## config.mk

```make
export PLATFORM = sky130hd
export DESIGN_NAME = flash_arbiter
export DESIGN_NICKNAME = d
export VERILOG_FILES = /design/src/rtl/flash_arbiter.sv
export SDC_FILE = /design/constraint.sdc
export NUM_CORES = 1
export LEC_CHECK = 0
export BUFFER_PORTS_ARGS = -buffer_cell sky130_fd_sc_hd__buf_2
export CAP_MARGIN = 15
export CORE_ASPECT_RATIO = 1.75
export CORE_MARGIN = 2
export CORE_UTILIZATION = 45
export CTS_CLUSTER_SIZE = 25
export DETAILED_ROUTE_END_ITERATION = 6
export GPL_TIMING_DRIVEN = 0
export PLACE_DENSITY = 0.65
export SYNTH_ARGS = -nofsm -noshare
export SYNTH_HDL_FRONTEND = slang
export SYNTH_SLANG_ARGS = --single-unit
```

## constraint.sdc

```tcl
create_clock -name clk -period 3.08 [get_ports clk]
set_input_delay 0.308 -clock clk [delete_from_list [all_inputs] [get_ports clk]]
set_output_delay 0.308 -clock clk [all_outputs]
set_load 0.03 [all_outputs]
```

## src/rtl/flash_arbiter.sv

```systemverilog
// flash_arbiter
// Shares one SPI flash byte reader between two requesters. Port A is the
// high-priority console ROM fetch path. Port B is the low-priority
// loader/streamer path. Each port has a one-entry read cache, so a repeated
// fetch of the same address is answered without touching the flash.
//
// Ports:
//   clk, resetn              system clock, asynchronous active-low reset
//   a_req/a_addr/a_ack/a_data  port A: level request, byte address,
//                              one-cycle ack pulse, read data (held)
//   b_req/b_addr/b_ack/b_data  port B: same as port A
//   inv                      invalidate both cache entries
//   flash_ready/busy/dout    reader status and read data
//   flash_addr/flash_cs      reader address (held for the whole transfer)
//                            and start strobe (reader acts on its rising edge)
//   active                   00 idle, 01 A owns flash, 10 B owns flash
module flash_arbiter #(
  parameter int STARVE_LIMIT  = 4,
  parameter int START_TIMEOUT = 15,
  parameter int GAP_CYCLES    = 3
) (
  input  logic        clk,
  input  logic        resetn,
  input  logic        a_req,
  input  logic [23:0] a_addr,
  output logic        a_ack,
  output logic [7:0]  a_data,
  input  logic        b_req,
  input  logic [23:0] b_addr,
  output logic        b_ack,
  output logic [7:0]  b_data,
  input  logic        inv,
  input  logic        flash_ready,
  input  logic        flash_busy,
  input  logic [7:0]  flash_dout,
  output logic [23:0] flash_addr,
  output logic        flash_cs,
  output logic [1:0]  active
);

  localparam logic [3:0] STARVE_LIM = 4'(STARVE_LIMIT);
  localparam logic [5:0] TMO_LAST   = 6'(START_TIMEOUT - 1);
  localparam logic [5:0] GAP_LAST   = 6'(GAP_CYCLES - 1);

  typedef enum logic [1:0] {IDLE, START, WAIT, GAP} state_t;

  state_t      state_q, state_d;
  logic [23:0] flash_addr_q, flash_addr_d;
  logic        flash_cs_q, flash_cs_d;
  logic [1:0]  active_q, active_d;
  logic        a_ack_q, a_ack_d, b_ack_q, b_ack_d;
  logic [7:0]  a_data_q, a_data_d, b_data_q, b_data_d;
  logic [23:0] a_tag_q, a_tag_d, b_tag_q, b_tag_d;
  logic [7:0]  a_cdata_q, a_cdata_d, b_cdata_q, b_cdata_d;
  logic        a_valid_q, a_valid_d, b_valid_q, b_valid_d;
  logic [3:0]  starve_q, starve_d;
  logic [5:0]  tmo_q, tmo_d;
  logic [5:0]  gap_q, gap_d;

  logic a_match, b_match, a_hit, b_hit, a_miss, b_miss, grant_b;

  // A port is ineligible during its own ack cycle: the requester is still
  // presenting the old request while it reacts to the ack.
  assign a_match = a_valid_q && (a_addr == a_tag_q);
  assign b_match = b_valid_q && (b_addr == b_tag_q);
  assign a_hit   = a_req && !a_ack_q && a_match;
  assign b_hit   = b_req && !b_ack_q && b_match;
  assign a_miss  = a_req && !a_ack_q && !a_match;
  assign b_miss  = b_req && !b_ack_q && !b_match;
  assign grant_b = b_miss && (!a_miss || (starve_q >= STARVE_LIM));

  always_comb begin
    state_d      = state_q;
    flash_addr_d = flash_addr_q;
    flash_cs_d   = flash_cs_q;
    active_d     = active_q;
    a_ack_d      = 1'b0;
    b_ack_d      = 1'b0;
    a_data_d     = a_data_q;
    b_data_d     = b_data_q;
    a_tag_d      = a_tag_q;
    b_tag_d      = b_tag_q;
    a_cdata_d    = a_cdata_q;
    b_cdata_d    = b_cdata_q;
    a_valid_d    = a_valid_q;
    b_valid_d    = b_valid_q;
    starve_d     = starve_q;
    tmo_d        = tmo_q;
    gap_d        = gap_q;

    // Cache hits are answered regardless of what the flash is doing.
    if (a_hit) begin
      a_ack_d  = 1'b1;
      a_data_d = a_cdata_q;
    end
    if (b_hit) begin
      b_ack_d  = 1'b1;
      b_data_d = b_cdata_q;
    end

    if (inv) begin
      a_valid_d = 1'b0;
      b_valid_d = 1'b0;
    end

    case (state_q)
      IDLE: begin
        if (flash_ready && (a_miss || b_miss)) begin
          flash_addr_d = grant_b ? b_addr : a_addr;
          active_d     = grant_b ? 2'b10 : 2'b01;
          flash_cs_d   = 1'b1;
          tmo_d        = '0;
          state_d      = START;
          if (grant_b) begin
            starve_d = '0;
          end else if (b_miss && (starve_q != 4'd15)) begin
            starve_d = starve_q + 4'd1;
          end
        end
      end
      START: begin
        if (flash_busy) begin
          flash_cs_d = 1'b0;
          state_d    = WAIT;
        end else if (tmo_q == TMO_LAST) begin
          // Reader never answered: drop cs long enough for its cs
          // synchroniser to see a low, then try again.
          flash_cs_d = 1'b0;
          gap_d      = '0;
          state_d    = GAP;
        end else begin
          tmo_d = tmo_q + 6'd1;
        end
      end
      GAP: begin
        if (gap_q == GAP_LAST) begin
          flash_cs_d = 1'b1;
          tmo_d      = '0;
          state_d    = START;
        end else begin
          gap_d = gap_q + 6'd1;
        end
      end
      WAIT: begin
        // flash_addr_q is left untouched: the reader samples it mid-transfer.
        if (!flash_busy) begin
          // A fill coinciding with inv still delivers data but stays invalid.
          if (active_q[0]) begin
            a_data_d  = flash_dout;
            a_cdata_d = flash_dout;
            a_tag_d   = flash_addr_q;
            a_valid_d = !inv;
            a_ack_d   = 1'b1;
          end else begin
            b_data_d  = flash_dout;
            b_cdata_d = flash_dout;
            b_tag_d   = flash_addr_q;
            b_valid_d = !inv;
            b_ack_d   = 1'b1;
          end
          active_d = 2'b00;
          state_d  = IDLE;
        end
      end
      default: state_d = IDLE;
    endcase
  end

  always_ff @(posedge clk or negedge resetn) begin
    if (!resetn) begin
      state_q      <= IDLE;
      flash_addr_q <= '0;
      flash_cs_q   <= 1'b0;
      active_q     <= 2'b00;
      a_ack_q      <= 1'b0;
      b_ack_q      <= 1'b0;
      a_data_q     <= '0;
      b_data_q     <= '0;
      a_tag_q      <= '0;
      b_tag_q      <= '0;
      a_cdata_q    <= '0;
      b_cdata_q    <= '0;
      a_valid_q    <= 1'b0;
      b_valid_q    <= 1'b0;
      starve_q     <= '0;
      tmo_q        <= '0;
      gap_q        <= '0;
    end else begin
      state_q      <= state_d;
      flash_addr_q <= flash_addr_d;
      flash_cs_q   <= flash_cs_d;
      active_q     <= active_d;
      a_ack_q      <= a_ack_d;
      b_ack_q      <= b_ack_d;
      a_data_q     <= a_data_d;
      b_data_q     <= b_data_d;
      a_tag_q      <= a_tag_d;
      b_tag_q      <= b_tag_d;
      a_cdata_q    <= a_cdata_d;
      b_cdata_q    <= b_cdata_d;
      a_valid_q    <= a_valid_d;
      b_valid_q    <= b_valid_d;
      starve_q     <= starve_d;
      tmo_q        <= tmo_d;
      gap_q        <= gap_d;
    end
  end

  assign flash_addr = flash_addr_q;
  assign flash_cs   = flash_cs_q;
  assign active     = active_q;
  assign a_ack      = a_ack_q;
  assign b_ack      = b_ack_q;
  assign a_data     = a_data_q;
  assign b_data     = b_data_q;

endmodule
```

**After elaboration in Yosys (flattened, before gate mapping)**

Cells that the tools add are included.

- Input port bits: 63
- Word-level logic and storage cells: 122
- Output and inout bits: 45
- Register bits after elaboration: 129

- Add/sub/neg operators: 3
- Muxes and demuxes: 50
- Equal/unequal tests: 16
- Magnitude comparators: 1
- Bitwise logic cells: 2
- Reductions and logical operators: 33

Operator list:

| kind | count |
|---|---|
| two-way mux 8 bit | 8 |
| equality test 24 bit | 2 |
| two-way mux 6 bit | 7 |
| two-way mux 24 bit | 1 |
| two-way mux 1 bit | 20 |
| case mux 6 bit (3 select lines) | 1 |
| two-way mux 2 bit | 7 |
| inequality test 2 bit (second input constant) | 7 |
| adder 6 x 1 -> 6 bit (second input constant) | 2 |
| case mux 6 bit (2 select lines) | 1 |
| AND reduction 3 bit | 4 |
| AND reduction 4 bit | 3 |
| logical AND 1 bit | 11 |
| two-way mux 4 bit | 2 |
| case mux 2 bit (4 select lines) | 1 |
| equality test 6 x 2 -> 1 bit (second input constant) | 1 |
| equality test 6 x 4 -> 1 bit (second input constant) | 1 |
| logical NOT 1 bit | 6 |
| nonzero test 2 bit | 3 |
| AND reduction 5 bit | 1 |
| adder 4 x 1 -> 4 bit (second input constant) | 1 |
| equality test 2 bit (second input constant) | 2 |
| greater-or-equal comparator 4 x 3 -> 1 bit (second input constant) | 1 |
| inequality test 4 bit (second input constant) | 1 |
| other kinds (9) | 11 |

**Longest topological paths before layout**

Gate-level depths: netlist of the first run.

- Depth in word-level cells: 10
- Mapped depth: 9
- Mapped depth without buffers: 9

**Least setup slack after synthesis of the first run**

No wires, ideal clock.

- Kind: flip-flop to flip-flop
- Start: reg tmo_q[0]
- End: reg tmo_q[5]
- Period minus slack after synthesis: 2.086 ns
- Path buffers: 0
- Arrival time: 2.009 ns
- Cell stages (with the launch flop): 9
- Slack: 0.994 ns
- Setup time: 0.078 ns
- Data required time: 3.002 ns
- Path through: dfrtp_1 > inv_1 > ha_1 > nor4b_1 > or3b_2 > nor2_2 > nor3_2 > or3_1 > a21boi_1

- Cells in the longest elaborated chain, start to end: 4
- Elaborated cells on any way between the ends: 7
- Those cells by class: add/sub: 1; eq/ne: 2; mux: 3; reduce/logical: 1

RTL lines:

| item | line | text |
|---|---|---|
| from (decl) | 57 | `logic [5:0] tmo_q, tmo_d;` |
| from (signal assigned) | 204 | `tmo_q <= tmo_d;` |
| adder 6 x 1 -> 6 bit | 132 | `tmo_d = tmo_q + 6'd1;` |
| two-way mux 6 bit | 125 | `end else if (tmo_q == TMO_LAST) begin` |
| two-way mux 6 bit | 122 | `if (flash_busy) begin` |
| case mux 6 bit (3 select lines) | 106 | `case (state_q)` |

Several ways; a longest one is shown, not always the timed one. The select of a mux whose other input is x is not followed.
A chain may end at the register's enable or synchronous reset.

**Final worst setup path of the first run**

- Start: reg a_tag_q[18]
- End: reg flash_addr_q[20] (netlist: flash_addr[20])

- Cells in the longest elaborated chain, start to end: 8
- Elaborated cells on any way between the ends: 11
- Those cells by class: eq/ne: 1; mux: 1; reduce/logical: 9

RTL lines:

| item | line | text |
|---|---|---|
| from (decl) | 53 | `logic [23:0] a_tag_q, a_tag_d, b_tag_q, b_tag_d;` |
| from (signal assigned) | 197 | `a_tag_q <= a_tag_d;` |
| equality test 24 bit * | 64 | `assign a_match = a_valid_q && (a_addr == a_tag_q);` |
| logical AND 1 bit * | 64 |  |
| logical NOT 1 bit * | 68 | `assign a_miss = a_req && !a_ack_q && !a_match;` |
| logical AND 1 bit * | 68 |  |
| logical NOT 1 bit | 70 | `assign grant_b = b_miss && (!a_miss \|\| (starve_q >= STARVE_LIM));` |
| logical OR 1 bit | 70 |  |
| logical AND 1 bit | 70 |  |
| two-way mux 24 bit | 109 | `flash_addr_d = grant_b ? b_addr : a_addr;` |
| to (signal assigned) | 190 | `flash_addr_q <= flash_addr_d;` |
| to (decl) | 48 | `logic [23:0] flash_addr_q, flash_addr_d;` |

Every way passes the cells marked *; elsewhere a longest branch is shown, timed or not.

==> flow_summary.toml, run 1 <==
[outcome]
status = "complete, no violations"

[global_routing]
grt_pass1_wl_mm = 26.8
antenna_found_initial = 0
track_usage = 0.243
overflow = 0
grt_max_degree = 103
grt_pass1_vias = 5124

[route]
ant_nets = 0
route.detailed.wl_per_inst_um = 17.5
vias_per_cell = 5.16
highest_layer = "met4"
routed-wl-met2_mm = 9.37
num_vias = 4938
drtPass1Iterations = 5
drt_iter0_markers = 315
met1Wirelength_mm = 6.32
met3_length_um = 558
drc = 0
drt_wl_total_mm = 16.7

[timing]
tightest_slew_ns = 0.876
hold_slack_ns = 0.0755
slew-limit-headroom = 0.410
slew_viol_final = 0
skew_ns = 0.00935
finalCritPeriodShare = 0.907
setup_viol = 0
hold_viol = 0
min_period_ns = 2.79
rsz0062_at_grt = "no"
max_freq_mhz = 358
setup_slack_ns = 0.286
fin_setup_tns_ns = 0

[place]
routabilityCongestion = 0.861
pre_cts_ws_ns = 0.316
place_area_mm2 = 0.00684
port_buffers = 107
hpwl_mm = 12.3

[final_layout]
design_area_mm2 = 0.00744
synthToLayoutAreaGrowth_pct = 23.0
drive_gt1_frac = 0.199
final_cell_mix = "nand2_1 (236), dfrtp_1 (129), buf_2 (108)"
mostFrequentLayoutCell = "nand2_1"
antenna_cells = 0
nNetsFinal = 838

[synth]
yosysTopAreaCell = "dfrtp_1"
ys_types = 43
syn-num-nets = 710
synthTopCellsByArea = "dfrtp_1 (53%), nand2_1 (15%), mux2i_1 (6.8%)"
seq_area_frac_synth = 0.534
async_flop_share = 1.00
synthesis.area_mm2 = 0.00605
yosys_most_used_dff = "dfrtp_1"
post_synth.cell_area_avg_um2 = 9.42
synth_cells = 642
ys.warnings.count = 0
synth_top_area_frac = 0.534
ys_ff_latch = 129
synth_edf_count = 0

[min_path]
hp-start = "inv"
hold_class = "in -> reg"

[power_and_ir_drop]
irDropWorstVdd_v = 0.000522
p_per_area_mw_per_mm2 = 1050
power_leakage_nw = 3.82

[clocking]
clock_latency_ns = 0.42
cts_tree = "built"
clkTransAtPathRegs_ns = 0.06
cts_root_buf = "clkbuf_16"
numCtsBuffers = 17
numClockSinks = 129
cts_htree_levels = 4
clockBufferDepth = 2

[critical_path]
crit_path_start_kind = "flip-flop"
cpMostUsedCell = "buf_4"
path_max_fanout = 10
path_cells = "xnor2_1 > nand4_1 > nor4_1 > a21oi_1 > nor3b_1 > buf_4 > buf_4 > mux2i_1 > o21ai_1"
crit_path_end_kind = "flip-flop"
cpPeakStageDelay_ns = 0.50
r2r-start = "a_tag_q[18]"
startpoint = "a_tag_q[18]"
required_ns = 3.36
arrival_ns = 3.07
path_class = "reg -> reg"
cp_slowest_cell = "nor4_1"

[floorplanning]
die_area_mm2 = 0.0144
core.rowCount = 56
die_h_um = 157
die_w_um = 91.6
coreArea_mm2 = 0.0132
io_pins = 108
start_util = 0.457

[run]
drv_cap = 0
## state kept, by name (all words and copies together) (netlist names)
register,count
b_valid_q,1
active,2
gap_q,6
tmo_q,6
a_data,8
flash_cs,1
state_q,2
b_data,8
a_ack,1
a_cdata_q,8
b_ack,1
b_cdata_q,8
starve_q,4
b_tag_q,24
flash_addr,24
a_tag_q,24
a_valid_q,1
## worst paths after layout
kind                                  endpoint  slack [ns]  cells after the start
worst min register to register    a_cdata_q[3]        0.48                      2
min in group asynchronous          b_tag_q[21]        0.34                      2
worst max register to register  flash_addr[20]        0.29                      9
worst min-delay path                 a_valid_q        0.08                      2
max in group asynchronous           b_tag_q[7]        1.94                      3
worst max-delay path            flash_addr[20]        0.29                      9
## metrics by stage
stage | total power [mW] | utilization | instances
after floorplan | 4.80 | - | 642
after global placement | 5.66 | 0.514 | 923
after detailed placement | 5.77 | 0.516 | 924
after CTS | 7.85 | 0.562 | 957
after global routing | 8.27 | 0.562 | 957
final | 7.80 | 0.562 | 957
## what timing repair did
item / in CTS / in global routing
hold buffers: 1 / 0
setup endpoints to repair: 0 / 0
hold endpoints to repair: 27 / 0
resized for setup: 0 / 0
buffers inserted: 0 / 0
## worst max-delay path, delay by kind of cell (launching register included)
kind	cells	cell delay, ns
flops	1	0.39
simple gates	3	0.89
compound gates	2	0.25
mux	1	0.21
xor+xnor	1	0.38
buf+inv	2	0.53
## layout make-up
type,count,area [um2]
Fill cell,1175,5800
Sequential cell,129,3230
Multi-Input combinational cell,480,2670
Timing Repair Buffer,109,579
Clock buffer,17,425
Tap cell,174,218
Clock inverter,15,170
Buffer,27,126
Inverter,6,22.5
## logic make-up (layout without fill, tap and decap cells)
group	count (synthesis)	in the layout	synth area share
AOI/OAI and AO/OA	71	71	0.0685
buffers and inverters	33	174	0.0246
and+or+nand+nor	311	311	0.220
DFF	129	129	0.534
muxes	41	41	0.0678
xor gates and xnor gates	52	52	0.0753
adders and majority gates	5	5	0.0103
## Yosys cell counts, types with 2 or more instances
cell,number
a21boi_1,3
a21o_1,2
a21oi_1,7
and2_1,3
and3_1,2
buf_2,2
buf_4,4
clkbuf_1,20
dfrtp_1,129
ha_1,5
inv_1,6
mux2i_1,41
nand2_1,236
nand2b_1,4
nand3_1,11
nand4_1,9
nor2_1,15
nor2_2,2
nor2b_1,5
nor3_1,3
nor3b_1,2
nor4_1,5
o21ai_0,35
o21ai_1,15
o221ai_1,2
o22ai_1,2
or3_1,4
or3b_2,2
or4_1,2
xnor2_1,39
xor2_1,13
## layer usage
| layer | track usage | up-vias |
|---|---|---|
| li1 | - | 2372 |
| met1 | 0.269 | 2407 |
| met2 | 0.451 | 132 |
| met3 | 0.0431 | 27 |
| met4 | 0.106 | 0 |
| met5 | 0 | - |
## power breakdown
group          switching, mW  internal, mW  total (mW)  leakage (nW)
Clock                  0.833          1.22        2.05         0.293
Sequential             0.574          2.42        2.99          1.65
Combinational           1.79         0.975        2.76          1.88
Power figures use the tool's default switching activity.
==> run 2: changes to the inputs <==
--- a/config.mk
+++ b/config.mk
@@ -9,11 +9,11 @@
 export CAP_MARGIN = 15
 export CORE_ASPECT_RATIO = 1.75
 export CORE_MARGIN = 2
-export CORE_UTILIZATION = 45
+export CORE_UTILIZATION = 60
 export CTS_CLUSTER_SIZE = 25
 export DETAILED_ROUTE_END_ITERATION = 6
 export GPL_TIMING_DRIVEN = 0
-export PLACE_DENSITY = 0.65
+export PLACE_DENSITY = 0.83
 export SYNTH_ARGS = -nofsm -noshare
 export SYNTH_HDL_FRONTEND = slang
 export SYNTH_SLANG_ARGS = --single-unit
==> run 2 against run 1 <==
Global-route usage grew 8.7 points. Combinational power is 1% higher. Sequential cell count unchanged. Sequential power is essentially flat. Worst setup slack lost 0.022 ns. Sequential share of layout area is 0.29 points higher. Power is 1.1% higher. Register-to-register slack got worse by 0.02 ns. Critical path type unchanged. Critical endpoint is now flash_addr[14]. Largest cell class unchanged.
==> flow_summary.toml, run 2 (synthesized netlist as in run 1, its figures left out) <==
[route]
met3_length_mm = 1.19
drtPass1Iterations = 6
met1Wirelength_mm = 5.83
routed-wl-met2_mm = 8.56
drc = 0
route.detailed.wl_per_inst_um = 18.5
ant_nets = 0
num_vias = 5248
vias_per_cell = 5.79
highest_layer = "met4"
drt_wl_total_mm = 16.8
drt_iter0_markers = 295

[timing]
finalCritPeriodShare = 0.914
slew-limit-headroom = 0.250
skew_ns = 0.00675
min_period_ns = 2.82
slew_viol_final = 0
fin_setup_tns_ns = 0
tightest_slew_ns = 1.11
setup_viol = 0
rsz0062_at_grt = "no"
max_freq_mhz = 355
hold_viol = 0

[place]
hpwl_mm = 11.6
routabilityCongestion = 0.914
port_buffers = 107

[clocking]
cts_htree_levels = 4
numCtsBuffers = 17
cts_resized = 0
clock_latency_ns = 0.42
cts_tree = "built"
clockBufferDepth = 2
clkTransAtPathRegs_ns = 0.06
cts_root_buf = "clkbuf_16"
numClockSinks = 129

[critical_path]
crit_path_start_kind = "flip-flop"
crit_path_end_kind = "flip-flop"
cp_slowest_cell = "or4_4"
r2r_slack_ns = 0.26
required_ns = 3.36
path_class = "reg -> reg"
r2r_cells = 7
crit_buf_inv = 1
path_max_fanout = 10
arrival_ns = 3.09
cp_top_family = "simple AND/OR/NAND/NOR gates"
path_cells = "xnor2_1 > nand4_1 > or4_4 > o21a_4 > nor2_4 > clkbuf_1 > o21ai_0"
cpPeakStageDelay_ns = 0.59
r2r-start = "b_tag_q[15]"
r2r-end = "flash_addr[14]"

[power_and_ir_drop]
p_per_area_mw_per_mm2 = 1070
p_sw_frac = 0.400
pwr-share-comb = 0.354
p_int_mw = 4.73
power.switching_mw = 3.16
total_power_mw = 7.89
power_leakage_nw = 3.81
seqPwrFrac = 0.383
irDropWorstVdd_v = 0.000633
p_clk_frac = 0.263

[global_routing]
antenna_found_initial = 0
grt_max_degree = 73
grt_pass1_wl_mm = 26.9
overflow = 0
grt_pass1_vias = 5494
track_usage = 0.330

[min_path]
hp-start = "inv"
holdPathEnd = "b_valid_q"
min_path_cells = 2
hold_class = "in -> reg"

[floorplanning]
io_pins = 108
core.rowCount = 48
start_util = 0.614
die_area_mm2 = 0.0109
die_h_um = 137
die_w_um = 79.9
coreArea_mm2 = 0.00985

[final_layout]
antenna_cells = 0
num-fill-cells = 663
synthToLayoutAreaGrowth_pct = 22.2
drive_gt1_frac = 0.194
final_cell_mix = "nand2_1 (236), dfrtp_1 (129), buf_2 (108)"
nNetsFinal = 838
mostFrequentLayoutCell = "nand2_1"

[run]
drv_cap = 0

[outcome]
status = "complete, no violations"
## run 2: cell types whose count changed in the layout (fill, tap and decap cells not counted), sizes merged
cell,delta
clkbuf,+6
inv,-8
bufinv,+1
clkinv,-3
clkinvlp,+3
## run 2: through the flow
stage          hold WS [ns]  worst slack (ns)   util  instance area (um2)  cells
6_report              0.100             0.263  0.751                 7390    907
3_3_place_gp          0.456             0.108  0.684                 6740    874
2_1_floorplan        0.0124             0.994      -                 6050    642
4_1_cts              0.0909             0.349  0.751                 7390    907
3_5_place_dp          0.317             0.332  0.688                 6780    875
5_1_grt               0.102             0.147  0.751                 7390    907
## run 2: power by group through the flow
stage / registers [mW] / logic [mW] / clock network [mW]
floorplan: 3.42 / 1.39 / 0
global placement: 2.96 / 2.63 / 0
detailed placement: 3.01 / 2.73 / 0
CTS: 3.00 / 2.78 / 2.07
global route: 3.11 / 3.05 / 2.16
finish: 3.02 / 2.80 / 2.07
## run 2: area by class of cell
class,count,area (um2),share of cell area
timing repair buffer,109,579,0.0784
clock inverter,8,129,0.0174
sequential,129,3230,0.437
clock buffer,23,478,0.0647
multi-input combinational,480,2670,0.362
buffer,27,126,0.0171
tap,125,156,0.0212
inverter,6,22.5,0.00305
## run 2: per-layer routing
metal  up-vias  global-route usage
met2       270               0.546
met4         0               0.234
met5         -                   0
li1       2375                   -
met3        79              0.0765
met1      2524               0.370
## run 2: repair_timing
action,4_1_cts,5_1_grt
buffers inserted,0,0
hold buffers,1,0
hold endpoints to repair,57,0
## run 2: how the worst max path moves through the flow
stage / startpoint / to / slack [ns] / cells past startpoint
after floorplan: tmo_q[0] / tmo_q[5] / 0.99 / 8
after global routing: a_tag_q[17] / flash_addr[15] / 0.15 / 7
after global placement: resetn / flash_addr[8] / 0.11 / 1
after detailed placement: b_addr[15] / flash_addr[14] / 0.33 / 8
final: b_tag_q[15] / flash_addr[14] / 0.26 / 7
after CTS: b_tag_q[15] / flash_addr[14] / 0.35 / 7
## run 2: worst reg2reg max path, cell delays in order, from the launching register on
cell,delay (ns)
dfrtp_1,0.39
xnor2_1,0.36
nand4_1,0.24
or4_4,0.59
o21a_4,0.28
nor2_4,0.16
clkbuf_1,0.46
o21ai_0,0.19
